[src/rtl/fft_pkg.sv]
// Shared defaults, FSM state encoding and width helpers for the FFT stage scheduler.
package fft_pkg;

    localparam int LOGN_DEF = 12;
    localparam int LOGM_DEF = 1;
    localparam int LAT_DEF  = 14;
    localparam int SW_DEF   = 4;
    localparam int M_DEF    = 1 << LOGM_DEF;
    localparam int N_DEF    = 1 << LOGN_DEF;

    typedef logic [1:0] state_t;

    localparam state_t ST_IDLE  = 2'd0;
    localparam state_t ST_ISSUE = 2'd1;
    localparam state_t ST_DRAIN = 2'd2;
    localparam state_t ST_DONE  = 2'd3;

    // Iteration counter needs LOGN-1-LOGM bits; keep at least one bit so the
    // degenerate single-iteration case still elaborates.
    function automatic int iter_w(input int logn, input int logm);
        return (logn - 1 - logm > 0) ? (logn - 1 - logm) : 1;
    endfunction

    function automatic int cnt_w(input int lat);
        return $clog2(lat + 1);
    endfunction

    function automatic int addr_w(input int logn, input int logm);
        return logn << logm;
    endfunction

endpackage

[src/rtl/fft_addr_delay.sv]
// LAT-deep shift register that turns the read strobe/addresses into the
// matching write-back strobe/addresses.
module fft_addr_delay
    import fft_pkg::*;
#(
    parameter int LAT = LAT_DEF,
    parameter int W   = 24
) (
    input  logic         clk_run,
    input  logic         rst,
    input  logic         vld_i,
    input  logic [W-1:0] a_i,
    input  logic [W-1:0] b_i,
    output logic         vld_o,
    output logic [W-1:0] a_o,
    output logic [W-1:0] b_o
);

    logic [LAT-1:0]        vld_pipe_q;
    logic [LAT-1:0][W-1:0] a_pipe_q;
    logic [LAT-1:0][W-1:0] b_pipe_q;

    // Clearing the valid bits on reset guarantees no stale write-back escapes
    // after an aborted transform.
    always_ff @(posedge clk_run or posedge rst) begin
        if (rst) begin
            vld_pipe_q <= '0;
            a_pipe_q   <= '0;
            b_pipe_q   <= '0;
        end else begin
            vld_pipe_q[0] <= vld_i;
            a_pipe_q[0]   <= a_i;
            b_pipe_q[0]   <= b_i;
            for (int i = 1; i < LAT; i++) begin
                vld_pipe_q[i] <= vld_pipe_q[i-1];
                a_pipe_q[i]   <= a_pipe_q[i-1];
                b_pipe_q[i]   <= b_pipe_q[i-1];
            end
        end
    end

    assign vld_o = vld_pipe_q[LAT-1];
    assign a_o   = a_pipe_q[LAT-1];
    assign b_o   = b_pipe_q[LAT-1];

endmodule

[src/rtl/fft_stage_sched.sv]
// Stage sequencer for an in-place radix-2 DIT FFT with M butterfly units:
// issues read/twiddle addresses per stage, drains the pipeline, then writes back.
module fft_stage_sched
    import fft_pkg::*;
#(
    parameter int LOGN = LOGN_DEF,
    parameter int LOGM = LOGM_DEF,
    parameter int LAT  = LAT_DEF,
    parameter int SW   = SW_DEF
) (
    input  logic                    clk_run,
    input  logic                    rst,
    input  logic                    start,
    output logic                    busy,
    output logic                    done,
    output logic [SW-1:0]           stage,
    output logic                    rd_en,
    output logic [(LOGN<<LOGM)-1:0] rd_addr_a,
    output logic [(LOGN<<LOGM)-1:0] rd_addr_b,
    output logic [(LOGN<<LOGM)-1:0] tw_idx,
    output logic                    wr_en,
    output logic [(LOGN<<LOGM)-1:0] wr_addr_a,
    output logic [(LOGN<<LOGM)-1:0] wr_addr_b
);

    localparam int M  = 1 << LOGM;
    localparam int N  = 1 << LOGN;
    localparam int AW = addr_w(LOGN, LOGM);
    localparam int IW = iter_w(LOGN, LOGM);
    localparam int CW = cnt_w(LAT);

    localparam logic [IW-1:0] ITER_LAST  = IW'(N / (2 * M) - 1);
    localparam logic [SW-1:0] STAGE_LAST = SW'(LOGN - 1);
    localparam logic [CW-1:0] DRAIN_INIT = CW'(LAT);

    state_t        state_q, state_d;
    logic [IW-1:0] iter_q, iter_d;
    logic [SW-1:0] stage_q, stage_d;
    logic [CW-1:0] drain_q, drain_d;
    logic          rd_en_q, busy_q, done_q;
    logic [AW-1:0] addr_a_q, addr_b_q, tw_q;
    logic [AW-1:0] addr_a_d, addr_b_d, tw_d;
    logic          issue_d;

    always_comb begin
        state_d = state_q;
        iter_d  = iter_q;
        stage_d = stage_q;
        drain_d = drain_q;
        case (state_q)
            ST_IDLE: begin
                if (start) begin
                    state_d = ST_ISSUE;
                    stage_d = '0;
                    iter_d  = '0;
                end
            end
            ST_ISSUE: begin
                if (iter_q == ITER_LAST) begin
                    state_d = ST_DRAIN;
                    drain_d = DRAIN_INIT;
                end else begin
                    iter_d = iter_q + IW'(1);
                end
            end
            ST_DRAIN: begin
                drain_d = drain_q - CW'(1);
                // Last drain cycle coincides with the final write of this stage.
                if (drain_q == CW'(1)) begin
                    if (stage_q == STAGE_LAST) begin
                        state_d = ST_DONE;
                    end else begin
                        state_d = ST_ISSUE;
                        stage_d = stage_q + SW'(1);
                        iter_d  = '0;
                    end
                end
            end
            default: state_d = ST_IDLE;
        endcase
    end

    assign issue_d = (state_d == ST_ISSUE);

    // Addresses are computed from next-state iter/stage so the registered
    // outputs line up with the registered rd_en.
    logic [SW:0]     sh_hi;
    logic [SW-1:0]   sh_tw;
    logic [LOGN-1:0] half_d, hmask_d;

    assign sh_hi   = {1'b0, stage_d} + (SW+1)'(1);
    assign sh_tw   = STAGE_LAST - stage_d;
    assign half_d  = LOGN'(1) << stage_d;
    assign hmask_d = half_d - LOGN'(1);

    for (genvar u = 0; u < M; u++) begin : g_unit
        logic [LOGN-1:0] j, pos, a;
        assign j   = (LOGN'(iter_d) << LOGM) | LOGN'(u);
        assign pos = j & hmask_d;
        assign a   = ((j >> stage_d) << sh_hi) | pos;
        assign addr_a_d[u*LOGN +: LOGN] = a;
        assign addr_b_d[u*LOGN +: LOGN] = a | half_d;
        assign tw_d[u*LOGN +: LOGN]     = pos << sh_tw;
    end

    always_ff @(posedge clk_run or posedge rst) begin
        if (rst) begin
            state_q  <= ST_IDLE;
            iter_q   <= '0;
            stage_q  <= '0;
            drain_q  <= '0;
            rd_en_q  <= 1'b0;
            busy_q   <= 1'b0;
            done_q   <= 1'b0;
            addr_a_q <= '0;
            addr_b_q <= '0;
            tw_q     <= '0;
        end else begin
            state_q <= state_d;
            iter_q  <= iter_d;
            stage_q <= stage_d;
            drain_q <= drain_d;
            rd_en_q <= issue_d;
            busy_q  <= (state_d == ST_ISSUE) || (state_d == ST_DRAIN);
            done_q  <= (state_d == ST_DONE);
            if (issue_d) begin
                addr_a_q <= addr_a_d;
                addr_b_q <= addr_b_d;
                tw_q     <= tw_d;
            end
        end
    end

    fft_addr_delay #(
        .LAT (LAT),
        .W   (AW)
    ) u_delay (
        .clk_run (clk_run),
        .rst     (rst),
        .vld_i   (rd_en_q),
        .a_i     (addr_a_q),
        .b_i     (addr_b_q),
        .vld_o   (wr_en),
        .a_o     (wr_addr_a),
        .b_o     (wr_addr_b)
    );

    assign busy      = busy_q;
    assign done      = done_q;
    assign stage     = stage_q;
    assign rd_en     = rd_en_q;
    assign rd_addr_a = addr_a_q;
    assign rd_addr_b = addr_b_q;
    assign tw_idx    = tw_q;

endmodule

[config.mk]
export PLATFORM = sky130hd
export DESIGN_NAME = fft_stage_sched
export DESIGN_NICKNAME = d
export VERILOG_FILES = /design/src/rtl/fft_pkg.sv /design/src/rtl/fft_addr_delay.sv /design/src/rtl/fft_stage_sched.sv
export SDC_FILE = /design/constraint.sdc
export NUM_CORES = 1
export LEC_CHECK = 0
export CORE_ASPECT_RATIO = 1.1
export CORE_MARGIN = 2
export CORE_UTILIZATION = 42
export DETAILED_ROUTE_END_ITERATION = 16
export PLACE_DENSITY = 0.6
export SETUP_SLACK_MARGIN = 0.3
export SYNTH_ARGS = -nofsm -noshare
export SYNTH_HDL_FRONTEND = slang
export SYNTH_SLANG_ARGS = --single-unit
[constraint.sdc]
create_clock -name clk_run -period 77.3 [get_ports clk_run]
set_input_delay 7.73 -clock clk_run [delete_from_list [all_inputs] [get_ports clk_run]]
set_output_delay 7.73 -clock clk_run [all_outputs]
set_load 0.03 [all_outputs]
==> flow_summary_export.csv <==
group,metric,value,unit
global_routing,grt_first_pass_wirelength,72.5,mm
global_routing,first_global_vias,12264,
finish,fillers,4564,
clock_network,clk_pin_slew,0.06,ns
run,drv_cap,0,
global_routing,grt_usage,16.5,%
die,start_util,42.4,%
placed_design,port_buffers,129,
pwr,power_frac_clock,35.2,%
finish,utilization,50.1,%
timing,finalWorstSetupSlack,64.66,ns
die,ios,131,
clock_network,htreeDepth,3,
pwr,vdd_drop_max,0.0154,mV
die,die_h,253,um
detailed_routing,first_pass_iters,5,
critical_path,worstPathRequired,77.76,ns
yosys,ys_ff_latch,780,
pwr,cellInternalPower,787,uW
pwr,p_sw_share,25.4,%
critical_path,slowest_stage,"clkinv_1",
finish,final_nets,1581,
detailed_routing,vias,11516,
critical_path,path_delay_family,"buffers and inverters",
global_routing,met3_usage,3.33,%
global_routing,grt_use_met2,27.0,%
global_routing,grt_max_degree,122,
yosys,postSynthCellCount,1447,
global_routing,antenna_found_initial,1,
yosys,yosys.cell_types.count,89,
detailed_routing,drc,0,
finish,area_growth,18.3,%
critical_path,cp-start-kind,"primary input",
timing,skew,0.0167,ns
clock_network,cts_made_buffers,74,
placed_design,hpwl,29.0,mm
clock_network,postCtsHoldBufs,0,
detailed_routing,wl,46.1,mm
critical_path,worstSetupEndpointType,"flop",
detailed_routing,drtAntennaViolNets,0,
timing,relSlewSlack,23.6,%
critical_path,critPathBufInv,4,
die,die_w,230,um
pwr,netSwitchingPower,268,uW
clock_network,cts_tree,"yes",
placed_design,pre_cts_ws,64.09,ns
clock_network,cts_buffer_depth,3,
timing,rsz0062_at_grt,"false",
yosys,syn_avg_cell_area,16.4,um^2
clock_network,post-cts-setup-buffer-count,0,
global_routing,overflow,0,
pwr,seqPwrFrac,53.4,%
die,core_area,55900,um^2
yosys,yosysWarnings,0,
placed_design,gp_congestion,0.856,
pwr,power_frac_comb,11.4,%
timing,hold_viol,0,
yosys,synth_edf_count,0,
critical_path,slowest_delay,0.96,ns
critical_path,cp.arrival,13.10,ns
min_path,hold_path.class,"reg -> reg",
timing,worst_pin_slew,1.14,ns
critical_path,crit_type,"in -> reg",
finish,drive_above_1_share,10.8,%
pwr,p_leak,0.0131,uW
yosys,syn-num-nets,1463,
timing,setup_viol,0,
yosys,ys_seq_area_share,82.4,%
detailed_routing,drt-initial-drc-count,691,
global_routing,grt-busiest-layer,"met2",
yosys,async_flop_share,100,%
clock_network,cts.sinks,780,
critical_path,path_max_fanout,33,
detailed_routing,wl_per_cell,19.5,um
critical_path,crit_chain,"clkdlybuf4s50_1, or3b_1, o211a_1, nor2_8, clkinv_1, nor2_1, buf_4, nand2_1, ha_1, inv_1, a31oi_1, o21ai_0, mux2i_1, o22a_1, a22oi_1, o221ai_1",
clock_network,insertion_delay,0.61,ns
detailed_routing,via_per_inst,4.87,
timing,finalCritPeriodShare,16.4,%
outcome,status,"completed",
yosys,synth_area,23700,um^2
clock_network,post_cts_resized,0,
finish,regArea,19500,um^2
timing,holdWs,0.340,ns
timing,finalMaxSlewViolations,0,
timing,setup_tns,0,ns
timing,fin_crit,12.64,ns
clock_network,cts_root_buf,"clkbuf_16",
die,dieArea,58300,um^2
timing,fmax,0.0791,GHz
pwr,power_density,37.7,nW/um^2
finish,multiInputGateArea,3420,um^2
yosys,synth_top_flop_cell,"dfrtp_1",
die,placementRows,91,
global_routing,met1_usage,21.2,%
## cell usage in the layout (no fill, tap or decap), types with 10 or more instances in the layout
cell,count
dfrtp_1,780
mux2i_1,10
nand3_1,29
a31oi_1,18
clkbuf_16,75
o21ai_0,43
nor2_1,64
ha_1,12
o2bb2ai_1,10
nor3_1,19
clkbuf_1,11
inv_1,28
clkbuf_8,19
nand2_1,75
a21oi_1,29
o211ai_1,17
buf_4,15
clkdlybuf4s50_1,129
and3_1,16
## metrics by stage
stage | std cells | cell area [um^2] | total power (uW)
after floorplan | 1447 | 23700 | 640
after global placement | 2233 | 25400 | 685
after detailed placement | 2233 | 25400 | 692
after CTS | 2364 | 28000 | 1070
after global routing | 2364 | 28000 | 1110
final | 2365 | 28000 | 1060
## registers in the layout, indices dropped and copies added, names as in the netlist
register	count
stage	4
iter_q	10
rd_en	1
u_delay.b_pipe_q	312
u_delay.b_o	24
u_delay.vld_pipe_q	14
state_q	2
rd_addr_b	24
drain_q	4
busy	1
done	1
tw_idx	23
rd_addr_a	24
u_delay.a_o	24
u_delay.a_pipe_q	312
## power by group through the flow
stage | Clock [uW] | Combinational [uW] | Sequential [uW]
2_1_floorplan | 0 | 66.5 | 573
3_3_place_gp | 0 | 121 | 563
3_5_place_dp | 0 | 121 | 571
4_1_cts | 384 | 122 | 567
5_1_grt | 403 | 128 | 576
6_report | 372 | 120 | 563
## cells by family (layout without fill, tap and decap cells)
logic type	count (synthesis)	in the layout	synth area share, %
AO/OA/AOI/OAI	242	242	7.49
XOR/XNOR	4	4	0.148
adder cells (fa/ha/maj)	13	13	0.687
buffers and inverters	136	309	3.18
flip-flops	780	780	82.4
multiplexers	15	15	0.803
other	1	2	0.0158
AND/OR/NAND/NOR	256	256	5.28
## cell usage after synthesis (all sizes together), types with 5 or more instances
cell type	number	share of area, %
dfrtp	780	82
nand2	76	1.2
buf	72	2.2
nor2	65	1.1
o21ai	50	1.1
inv	32	0.51
a21oi	30	0.65
clkbuf	30	0.48
nand3	29	0.61
nor3	20	0.44
a31oi	19	0.53
o211ai	18	0.59
and3	17	0.47
ha	13	0.69
mux2i	11	0.52
o22ai	10	0.29
o2bb2ai	10	0.37
a22oi	8	0.31
nand4	8	0.21
o311ai	7	0.26
or2	7	0.18
a211o	6	0.22
a211oi	6	0.21
o221ai	6	0.22
o22a	6	0.22
a21o	5	0.16
and2	5	0.13
o2111ai	5	0.18
o21a	5	0.16
## cell type report
class,count,area share (%)
Antenna cell,1,0.00893
Clock buffer,105,7.78
Clock inverter,26,1.49
Inverter,34,0.482
Multi-Input combinational cell,531,12.2
Sequential cell,780,69.7
Tap cell,744,3.32
Timing Repair Buffer,144,5.01
## worst paths after layout
path                                            from  cells after the start  slack, ns                     to
worst min register to register  u_delay.b_pipe_q[53]                      0       0.34   u_delay.b_pipe_q[77]
max in group asynchronous                        rst                      4      67.29              tw_idx[5]
worst min-delay path            u_delay.b_pipe_q[53]                      0       0.34   u_delay.b_pipe_q[77]
worst max register to register            drain_q[1]                     17      71.53             tw_idx[20]
min in group asynchronous                        rst                      2       7.67  u_delay.b_pipe_q[304]
worst max-delay path                           start                     16      64.66             tw_idx[20]
## routing by layer
layer / up-vias / wire, um / share of wire (%)
li1: 5151 / - / -
met4: 0 / 1810 / 3.9
met5: - / 0 / 0
met3: 89 / 2060 / 4.5
met1: 6004 / 19300 / 42
met2: 272 / 22900 / 50
(Power assumes the default switching activity.)
